$ cat config.mk
export PLATFORM = sky130hd
export DESIGN_NAME = cmem_arbiter
export DESIGN_NICKNAME = d
export VERILOG_FILES = /design/src/rtl/cmem_arbiter.sv
export SDC_FILE = /design/constraint.sdc
export NUM_CORES = 1
export LEC_CHECK = 0
export CAP_MARGIN = 25
export CORE_AREA = 4 4 129 131
export CTS_BUF_LIST = sky130_fd_sc_hd__clkbuf_16
export DETAILED_ROUTE_END_ITERATION = 8
export DIE_AREA = 0 0 133 135
export PLACE_DENSITY_LB_ADDON = 0.25
export SYNTH_ARGS = -nofsm -noshare
export SYNTH_HDL_FRONTEND = slang
export SYNTH_SLANG_ARGS = --single-unit
$ cat constraint.sdc
create_clock -name clk -period 1.53 [get_ports clk]
set_input_delay 0.306 -clock clk [delete_from_list [all_inputs] [get_ports clk]]
set_output_delay 0.306 -clock clk [all_outputs]
set_load 0.01 [all_outputs]
$ cat src/rtl/cmem_arbiter.sv
// Arbitrates the cpu's instruction (a) and data (b) cmem ports onto one pmem port,
// keeping at most one downstream transaction in flight.
module cmem_arbiter #(
  parameter int ADDR_W = 32,
  parameter int DATA_W = 32,
  parameter bit PRIO_B = 1'b1
) (
  input  logic                clk,
  input  logic                rst_n,

  input  logic                cmem_read_a,
  input  logic                cmem_write_a,
  input  logic [DATA_W/8-1:0] cmem_byte_enable_a,
  input  logic [ADDR_W-1:0]   cmem_address_a,
  input  logic [DATA_W-1:0]   cmem_wdata_a,
  output logic                cmem_resp_a,
  output logic [DATA_W-1:0]   cmem_rdata_a,

  input  logic                cmem_read_b,
  input  logic                cmem_write_b,
  input  logic [DATA_W/8-1:0] cmem_byte_enable_b,
  input  logic [ADDR_W-1:0]   cmem_address_b,
  input  logic [DATA_W-1:0]   cmem_wdata_b,
  output logic                cmem_resp_b,
  output logic [DATA_W-1:0]   cmem_rdata_b,

  output logic                pmem_read,
  output logic                pmem_write,
  output logic [DATA_W/8-1:0] pmem_byte_enable,
  output logic [ADDR_W-1:0]   pmem_address,
  output logic [DATA_W-1:0]   pmem_wdata,
  input  logic                pmem_resp,
  input  logic [DATA_W-1:0]   pmem_rdata
);

  typedef enum logic [1:0] {IDLE, SERVE, DONE} state_t;

  state_t            state;
  state_t            state_next;
  logic              req_a;
  logic              req_b;
  logic              grant_b;
  logic              served_b;
  logic              rr_b;
  logic [DATA_W-1:0] rdata_q;

  assign req_a = cmem_read_a | cmem_write_a;
  assign req_b = cmem_read_b | cmem_write_b;

  // rr_b means b is favoured on the next tie; it is cleared by reset so a wins first.
  assign grant_b = req_b & (~req_a | PRIO_B | rr_b);

  always_ff @(posedge clk or negedge rst_n) begin
    if (!rst_n) begin
      state <= IDLE;
    end else begin
      state <= state_next;
    end
  end

  always_comb begin
    state_next = state;
    case (state)
      IDLE:    if (req_a | req_b) state_next = SERVE;
      SERVE:   if (pmem_resp) state_next = DONE;
      DONE:    state_next = IDLE;
      default: state_next = IDLE;
    endcase
  end

  always_ff @(posedge clk or negedge rst_n) begin
    if (!rst_n) begin
      pmem_read        <= 1'b0;
      pmem_write       <= 1'b0;
      pmem_byte_enable <= '0;
      pmem_address     <= '0;
      pmem_wdata       <= '0;
      rdata_q          <= '0;
      served_b         <= 1'b0;
      rr_b             <= 1'b0;
    end else begin
      case (state)
        IDLE: begin
          if (req_a | req_b) begin
            served_b <= grant_b;
            if (grant_b) begin
              pmem_write       <= cmem_write_b;
              pmem_read        <= cmem_read_b & ~cmem_write_b;
              pmem_byte_enable <= cmem_byte_enable_b;
              pmem_address     <= cmem_address_b;
              pmem_wdata       <= cmem_wdata_b;
            end else begin
              pmem_write       <= cmem_write_a;
              pmem_read        <= cmem_read_a & ~cmem_write_a;
              pmem_byte_enable <= cmem_byte_enable_a;
              pmem_address     <= cmem_address_a;
              pmem_wdata       <= cmem_wdata_a;
            end
          end
        end
        SERVE: begin
          if (pmem_resp) begin
            pmem_read  <= 1'b0;
            pmem_write <= 1'b0;
            rdata_q    <= pmem_rdata;
          end
        end
        DONE: begin
          rr_b <= ~served_b;
        end
        default: begin
        end
      endcase
    end
  end

  assign cmem_resp_a  = (state == DONE) & ~served_b;
  assign cmem_resp_b  = (state == DONE) &  served_b;
  assign cmem_rdata_a = cmem_resp_a ? rdata_q : '0;
  assign cmem_rdata_b = cmem_resp_b ? rdata_q : '0;

endmodule

==> results of run 1 <==
-- per-stage QoR --
step / util / TNS (ps) / std cells / area [µm²] / total power, mW
3_3_place_gp: 0.5583 / -54800 / 903 / 8708 / 11.72
5_1_grt: 0.6215 / -62500 / 957 / 9694 / 16.86
4_1_cts: 0.6055 / -44910 / 953 / 9444 / 15.60
6_report: 0.6215 / -51640 / 957 / 9694 / 16.00
3_5_place_dp: 0.5583 / -57500 / 903 / 8708 / 11.94
2_1_floorplan: - / -312.7 / 381 / 5234 / 8.260
-- per-layer routing --
| layer | track usage | vias to the layer above | share of wire |
|---|---|---|---|
| li1 | - | 2034 | - |
| met3 | 0.06855 | 35 | 0.085 |
| met1 | 0.2204 | 2169 | 0.39 |
| met2 | 0.3332 | 213 | 0.50 |
| met4 | 0.07333 | 0 | 0.025 |
| met5 | 0 | - | 0 |
-- repair_timing --
action	in CTS	in global routing
gates resized for setup	409	73
hold buffers	1	0
endpoints found under the hold margin	19	0
buffers inserted	22	9
pin swaps	24	9
endpoints found under the setup margin	206	137
gates cloned	12	3
-- layout make-up --
type                            count  area, µm²
Clock buffer                        9      225.2
Multi-Input combinational cell    250       2663
Clock inverter                      7      110.1
Tap cell                          216      270.3
Timing Repair Buffer              367       3787
Fill cell                        1258       5903
Inverter                            3      11.26
Sequential cell                   105       2628
-- worst max-delay path: stages (launching register included) --
cell and delay (ps):
sky130_fd_sc_hd__dfrtp_1 410, sky130_fd_sc_hd__buf_6 130, sky130_fd_sc_hd__nor3b_4 230, sky130_fd_sc_hd__buf_6 140
sky130_fd_sc_hd__buf_6 130, sky130_fd_sc_hd__buf_16 130, sky130_fd_sc_hd__and2_4 140, sky130_fd_sc_hd__buf_6 90
-- cells in the mapped netlist (all sizes together) --
master | n | area share
and2 | 64 | 0.077
nor2 | 2 | 0.0019
and3b | 1 | 0.0017
o21ai | 2 | 0.0019
mux2 | 168 | 0.36
dfrtp | 105 | 0.50
mux2i | 2 | 0.0038
nand2b | 1 | 0.0012
clkbuf | 6 | 0.0043
o211ai | 1 | 0.0014
or2 | 1 | 0.0012
nor3b | 1 | 0.0014
nand2 | 2 | 0.0014
inv | 3 | 0.0022
nand3b | 1 | 0.0014
o21bai | 1 | 0.0014
nor2b | 1 | 0.0012
buf | 17 | 0.027
a21oi | 2 | 0.0041
-- power by group through the flow --
stage / Combinational, mW / Clock (mW) / Sequential [mW]
after floorplan: 2.90 / 0 / 5.36
after global placement: 6.74 / 0 / 4.99
after detailed placement: 6.86 / 0 / 5.08
after CTS: 7.88 / 2.68 / 5.04
after global routing: 8.80 / 2.78 / 5.28
final: 8.31 / 2.61 / 5.08
-- state kept, by name, summed over array words and instances (netlist names) --
register and cells:
pmem_address 32, pmem_byte_enable 4, pmem_read 1, pmem_wdata 32
pmem_write 1, rdata_q 32, served_b 1, state 2
-- cells by family (layout without fill, tap and decap cells) --
kind of cell,count (synthesis),in the layout
flip-flops,105,105
multiplexers,170,170
AO/OA/AOI/OAI,6,6
buffers and inverters,26,386
AND/OR/NAND/NOR,74,74
-- worst max path at each step --
stage / end / cells after the start / startpoint / slack [ps]
2_1_floorplan: pmem_address[0] / 4 / state[0] / -7
3_3_place_gp: pmem_wdata[31] / 6 / cmem_write_b / -510
3_5_place_dp: pmem_address[29] / 6 / cmem_write_b / -540
4_1_cts: cmem_rdata_a[29] / 7 / state[0] / -470
5_1_grt: cmem_rdata_a[29] / 7 / state[0] / -600
6_report: cmem_rdata_a[22] / 7 / state[0] / -520
==> results.md, run 1 <==
Worst setup path:
- STA classifies the critical path startpoint as a flop.
- The data arrival time of the worst path is 1740 ps.
- At the worst endpoint, the required time is 1220 ps.
- The critical path start-end classification is flop to primary output.
- The worst-path maximum fanout is 8.
- The endpoint of the worst register-to-register path is pmem_address[11].
- The startpoint of the most critical register-to-register path is state[0].
- The type of destination of the critical path is a primary output.
- The setup check on the worst reg-to-reg path leaves a slack of -420 ps.
- The logic depth of the worst register-to-register path is 8.

Cells and area:
- 0 antenna diodes ended up in the layout.
- The most frequent standard cell in the layout excluding fill and tap cells is sky130_fd_sc_hd__clkdlybuf4s50_1.
- In the final design database the tool counted 911 nets.
- The fraction of final layout cells sized beyond drive strength 1 is 0.4656.
- The library cells used most frequently in the layout, excluding fill and tap cells, are 173 x sky130_fd_sc_hd__clkdlybuf4s50_1, 134 x sky130_fd_sc_hd__mux2_2, 105 x sky130_fd_sc_hd__dfrtp_1.
- From synthesis to final layout, the design area changed by 85.67%.

Yosys:
- In this run the cell area of the synthesized design comes to 5221 µm².
- Of the synthesized area, sequential elements account for 0.5032.
- Yosys printed 0 warnings.
- Measured against the total synthesized area, the mux share comes to 0.3662.
- The post-synthesis share of cell area spent on full adders, half adders and majority gates is 0.
- Synthesis instantiated 23 different standard cells from the library.
- The fraction of synthesized cell area in xor and xnor cells is 0.
- The mean area per synthesized cell is 13.70 µm².
- Of the total synthesized cell area, the portion taken by AND, OR, NAND and NOR gates is 0.08819.
- The main combinational cell family by area after synthesis is multiplexers.
- The compound-gate portion of the synthesized area came to 0.008867.
- The synthesized flop and latch total is 105.
- The gate count after technology mapping is 381.
- Synthesis produced a netlist with a net count of 556.

Power:
- Summed over all nets, the switching power comes to 5.033 mW.
- The share of total power dissipated in combinational logic is 0.520.
- Of the total power, the share spent switching nets is 0.3146.
- The cell area power density is 1650 nW/µm².
- The highest ir drop seen on vdd is 0.7440 mV.
- The share of total power dissipated in sequential elements is 0.317.
- The leakage power of the design is 4.368 nW.
- The share of total power dissipated in the clock network is 0.163.
- The internal power consumption is 10.96 mW.

STA:
- The clock skew after layout is 10.04 ps.
- Setup violations remaining at the end of the flow were counted as 139.
- The worst path in the final design needs a cycle of 2046 ps, including I/O delays and setup.
- The portion of the clock cycle consumed by the worst path in the final layout is 1.337.
- Setup repair after global routing could not meet its margin everywhere.
- Timing would allow up to 0.4888 GHz.
- The slew at the pin closest to its max-slew limit is 329.8 ps.
- The worst hold slack after final layout is 397.5 ps.
- The number of max-slew violations in the final report came to 0.
- The count of endpoints failing hold in the final timing report is 0.
- After layout, the worst setup slack is -515.7 ps.
- The max-slew headroom at the worst pin is 0.7802.

Routing:
- The number of design rule violations left after detail routing is 0.
- The final layout contains routed wiring with a total length of 18.23 mm.
- In the routed layout, each cell is associated on average with a via count of 4.651.
- The overall via count from detail_route is 4451.
- For this block, the initial DRC count from the detailed router was 74.
- Once detail routing completed, the nets flagged for antenna violations numbered 0.
- The iteration count of the initial detailed-routing pass is 4.
- The mean routed wirelength per cell is 19.05 µm.

CTS:
- CTS built an H-tree with a depth of 3.
- The clock latency on the worst-skew pair is 350 ps.
- The number of clock buffers added by TritonCTS is 9.
- The root cell of the clock tree is sky130_fd_sc_hd__clkbuf_16.
- The clock passes through at most 2 buffers.
- TritonCTS built the clock tree.
- Clock tree synthesis found a total of 105 sinks.
- The clock slew seen by the registers of the worst setup and hold paths is 80 ps.

Die:
- The die covers 17960 µm².
- The total area inside the core boundary comes to 15600 µm².
- The number of placement rows is 46.
- The initial utilization of the core area, before any placement, comes to 0.3348.
- The die is 135 µm tall.
- The top-level I/O count is 311.
- The die width is 133 µm.

Place:
- The setup slack after placement is -540.6 ps.
- Routability-driven placement finished with a final weighted congestion of 0.7957.
- The estimated wirelength of the detail-placed design is 12.55 mm.
- During placement, the flow inserted port buffers numbering 310.

Flow run:
- Across the run, the number of max-cap violations was 0.

Hold path:
- The type of the worst min-delay path is input port to asynchronous set/reset pin.

Run status:
- The final reports fail on negative setup slack.
- The run finished, with violations left.

Global routing:
- The wire length of the first global-routing pass is 27.04 mm.
- The number of global-route vias before repair came to 4917.
- Across every metal layer, demand over resource in global routing totals 0.1931.
- The largest net degree at the start of global routing is 50.
- The initial antenna violation count is 0.
- The total overflow left after global routing is 0.
(Power assumes the default switching activity.)
==> run 2, diff against run 1 <==
--- a/config.mk
+++ b/config.mk
@@ -6,11 +6,12 @@
 export NUM_CORES = 1
 export LEC_CHECK = 0
 export CAP_MARGIN = 25
-export CORE_AREA = 4 4 129 131
-export CTS_BUF_LIST = sky130_fd_sc_hd__clkbuf_16
+export CORE_AREA = 4 4 128 130
+export CTS_BUF_LIST = sky130_fd_sc_hd__clkbuf_4
 export DETAILED_ROUTE_END_ITERATION = 8
-export DIE_AREA = 0 0 133 135
+export DIE_AREA = 0 0 132 134
 export PLACE_DENSITY_LB_ADDON = 0.25
+export SKIP_LAST_GASP = 1
 export SYNTH_ARGS = -nofsm -noshare
 export SYNTH_HDL_FRONTEND = slang
 export SYNTH_SLANG_ARGS = --single-unit
==> run 2 against run 1 <==
Against the previous run: the flow still finishes with violations (negative setup slack); via count shrank 4.6%; count of clock-buffer cells in the layout grew 1; non-clock buffer count shrank 24; worst hold slack lost 150 ps; core utilization shrank 3.5 points; setup slack lost 19 ps; sequential cell count is the same; global-route usage shrank 1.4 points; clock skew is essentially flat; first-iteration DRC count grew 24%; sequential share of layout area grew 2.5 points; register-to-register slack lost 90 ps; critical endpoint is now cmem_rdata_a[19].
==> results.md, run 2 (synthesized netlist as in run 1, its figures left out) <==
Run status:
- Result of the run: finished, violations left (unchanged).
- Failing checks: negative setup slack (unchanged).

Worst setup path:
- The start point of the critical path is state[1] (was state[0]).
- The delay of the slowest cell on the worst path is 390 ps (was 410 ps).
- The count of cell instances traversed by the critical path came to 6 (was 7).
- The startpoint of the most critical register-to-register path is state[0] (unchanged).
- The cell with the biggest individual delay on the critical path was sky130_fd_sc_hd__dfrtp_1 (unchanged).
- The endpoint of the worst register-to-register path is pmem_byte_enable[1] (was pmem_address[11]).
- The critical path start-end classification is flop to primary output (unchanged).
- The kind of launch point of the worst setup path is a flop (unchanged).
- The data arrival time of the worst path is 1760 ps (was 1740 ps).
- The family with the most delay on the worst path was buffers and inverters (unchanged).
- The total buffers and inverters traversed by the critical path is 4 (was 5).
- The required arrival time at the worst endpoint was 1220 ps (about the same).
- Cell-by-cell listing of the critical path: buf_4, nor3b_4, buf_12, clkbuf_16, and2_1, clkbuf_2 (was buf_6, nor3b_4, buf_6, buf_6, buf_16, and2_4, buf_6).
- The logic depth of the worst register-to-register path is 7 (was 8).
- The worst-path maximum fanout came to 8 (unchanged).
- The internal reg-to-reg setup slack came to -510 ps (was -420 ps).
- The timing endpoint of the critical path is cmem_rdata_a[19] (was cmem_rdata_a[22]).
- The type of destination of the critical path is a primary output (unchanged).

Die:
- The starting density of the core is 0.3447 (was 0.3348).
- The die span in y is 134 µm (was 135 µm).
- The die width came to 132 µm (was 133 µm).
- The number of placement rows is 45 (was 46).
- The top-level I/O count is 311 (unchanged).
- The standard cell core area is 15150 µm² (was 15600 µm²).
- The total die area is 17690 µm² (was 17960 µm²).

Global routing:
- The largest net degree at the start of global routing is 47 (was 50).
- The layer with the highest usage was met2 (unchanged).
- The met2 usage in global routing is 0.3127 (was 0.3332).
- The routing usage on met1 is 0.1983 (was 0.2204).
- The initial antenna violation count is 0 (unchanged).
- The aggregate global-route resource usage was 0.1789 (was 0.1931).
- The number of global-route vias before repair is 4699 (was 4917).
- The total grt overflow is 0 (unchanged).
- The wire length of the first global-routing pass is 25.05 mm (was 27.04 mm).
- The fraction of met3 tracks used by global routing was 0.07427 (was 0.06855).

STA:
- The number of failing setup endpoints in the final timing report is 203 (was 139).
- The fmax was 0.4844 GHz (was 0.4888 GHz).
- Setup repair after global routing missed its margin: true (unchanged).
- The number of max-slew violations in the final report was 0 (unchanged).
- The setup slack of the critical path after layout came to -534.5 ps (was -515.7 ps).
- The worst hold slack after final layout was 243.5 ps (was 397.5 ps).
- The slew at the pin closest to its max-slew limit is 270.1 ps (was 329.8 ps).
- The count of endpoints failing hold in the final timing report was 0 (unchanged).
- The minimum clock period came to 2064 ps (was 2046 ps).
- The clock skew after layout is 10.45 ps (was 10.04 ps).
- The max-slew headroom at the worst pin was 0.8193 (was 0.7802).
- The portion of the clock cycle consumed by the worst path in the final layout came to 1.349 (was 1.337).

Cells and area:
- The final cell utilization of the core is 0.5866 (was 0.6215).
- The final-layout fill cell count is 1252 (was 1258).
- The final net count is 887 (was 911).
- Most used cells in the layout excluding fill and tap cells: 239 x sky130_fd_sc_hd__clkdlybuf4s50_1, 163 x sky130_fd_sc_hd__mux2_2, 105 x sky130_fd_sc_hd__dfrtp_1 (was 173 x sky130_fd_sc_hd__clkdlybuf4s50_1, 134 x sky130_fd_sc_hd__mux2_2, 105 x sky130_fd_sc_hd__dfrtp_1).
- The fraction of final layout cells sized beyond drive strength 1 is 0.3682 (was 0.4656).
- The area growth from synthesis to layout was 70.17% (was 85.67%).
- The most frequent standard cell in the layout excluding fill and tap cells is sky130_fd_sc_hd__clkdlybuf4s50_1 (unchanged).
- Largest regs: pmem_address: 32 flops, pmem_wdata: 32 flops, rdata_q: 32 flops (unchanged).

Routing:
- The number of violations reported at the end of detailed-routing iteration 0 is 92 (was 74).
- The mean routed wirelength per cell is 18.52 µm (was 19.05 µm).
- The vias per cell came to 4.685 (was 4.651).
- The post-detailed-routing wire length came to 16.78 mm (was 18.23 mm).
- The overall via count from detail_route is 4245 (was 4451).
- The number of design rule violations left after detail routing was 0 (unchanged).
- The iteration count of the initial detailed-routing pass came to 3 (was 4).
- The final antenna-violating net count is 0 (unchanged).

CTS:
- The number of clock sinks is 105 (unchanged).
- The clock slew seen by the registers of the worst setup and hold paths is 150 ps (was 80 ps).
- The root cell of the clock tree is sky130_fd_sc_hd__clkbuf_4 (was sky130_fd_sc_hd__clkbuf_16).
- The number of levels in the clock H-tree is 3 (unchanged).
- The number of clock buffers inserted by TritonCTS is 9 (unchanged).
- The clock tree buffer depth is 2 (unchanged).
- The clock latency on the worst-skew pair was 470 ps (was 350 ps).
- The clock tree from TritonCTS is built (unchanged).

Hold path:
- The type of the worst min-delay path was input port to asynchronous set/reset pin (unchanged).

Flow run:
- The max-capacitance violation count is 0 (unchanged).

Place:
- The estimated wirelength of the detail-placed design was 12.40 mm (was 12.55 mm).
- The number of input and output port buffers inserted is 310 (unchanged).
- The placer congestion estimate is 0.7872 (was 0.7957).

Power:
- The leakage power of the design is 4.057 nW (was 4.368 nW).
- The cell area power density came to 1529 nW/µm² (was 1650 nW/µm²).
- The highest ir drop seen on vdd is 0.6699 mV (was 0.7440 mV).
- The final total power is 13.58 mW (was 16.00 mW).
-- run 2: cell types whose count changed in the layout (fill, tap and decap cells not counted), sizes merged --
| cell | previous run | this run |
|---|---|---|
| dlygate4sd2 | 70 | 1 |
| inv | 4 | 3 |
| dlymetal6s2s | 0 | 18 |
| diode | 0 | 1 |
| clkinv | 2 | 4 |
| clkdlybuf4s15 | 0 | 4 |
| clkbuf | 11 | 45 |
| bufinv | 3 | 0 |
| buf | 121 | 43 |
| bufbuf | 0 | 2 |
| clkinvlp | 1 | 2 |
| clkdlybuf4s50 | 173 | 239 |
-- run 2: how the worst min path moves through the flow --
stage           from               to  slack (ps)  cells past startpoint
3_3_place_gp   rst_n  pmem_address[6]         210                      1
3_5_place_dp   rst_n  pmem_address[6]         210                      1
6_report       rst_n  pmem_address[6]         240                      2
4_1_cts        rst_n         state[1]         200                      2
5_1_grt        rst_n  pmem_address[6]         210                      2
2_1_floorplan  rst_n  pmem_address[0]          10                      0
-- run 2: routing by layer --
metal / wire (µm) / part of all wire
met1: 6301 / 0.38
met3: 1603 / 0.096
met4: 244 / 0.015
met5: 0 / 0
met2: 8628 / 0.51
-- run 2: metrics by stage --
stage,cells,area [µm²],setup slack (ps),TNS [ps]
5_1_grt,905,8882,-645.8,-89340
3_5_place_dp,875,8673,-558.7,-58860
2_1_floorplan,381,5234,-7.155,-312.7
3_3_place_gp,875,8673,-521.2,-54560
4_1_cts,897,8922,-918.5,-99880
6_report,906,8885,-534.5,-72700
-- run 2: area by class of cell --
| type | instances | area, µm² | area share |
|---|---|---|---|
| timing repair buffer | 343 | 3451 | 0.3884 |
| sequential | 105 | 2628 | 0.2957 |
| multi-input combinational | 250 | 2447 | 0.2755 |
| tap | 188 | 235.2 | 0.02648 |
| clock buffer | 10 | 75.07 | 0.008450 |
| clock inverter | 6 | 35.03 | 0.003943 |
| inverter | 3 | 11.26 | 0.001267 |
| antenna | 1 | 2.502 | 0.0002817 |
-- run 2: what timing repair did --
item | CTS | global route
endpoints found under the setup margin | 206 | 206
gates resized for setup | 13 | 132
hold endpoints to repair | 105 | 0
hold buffers | 1 | 0
gates cloned | 3 | 5
pin swaps | 1 | 2
setup buffers | 2 | 4
-- run 2: worst reg2reg max path, stage by stage, from the launching register on --
cell and delay [ps]:
sky130_fd_sc_hd__dfrtp_1 450, sky130_fd_sc_hd__buf_4 150, sky130_fd_sc_hd__buf_4 130, sky130_fd_sc_hd__or2_4 240, sky130_fd_sc_hd__a21oi_4 190, sky130_fd_sc_hd__buf_12 160, sky130_fd_sc_hd__bufbuf_16 280, sky130_fd_sc_hd__mux2_2 330
-- run 2: where the power goes --
group | switching, mW | internal (mW)
clock network | 0.928 | 0.341
logic | 2.66 | 4.64
registers | 0.816 | 4.20
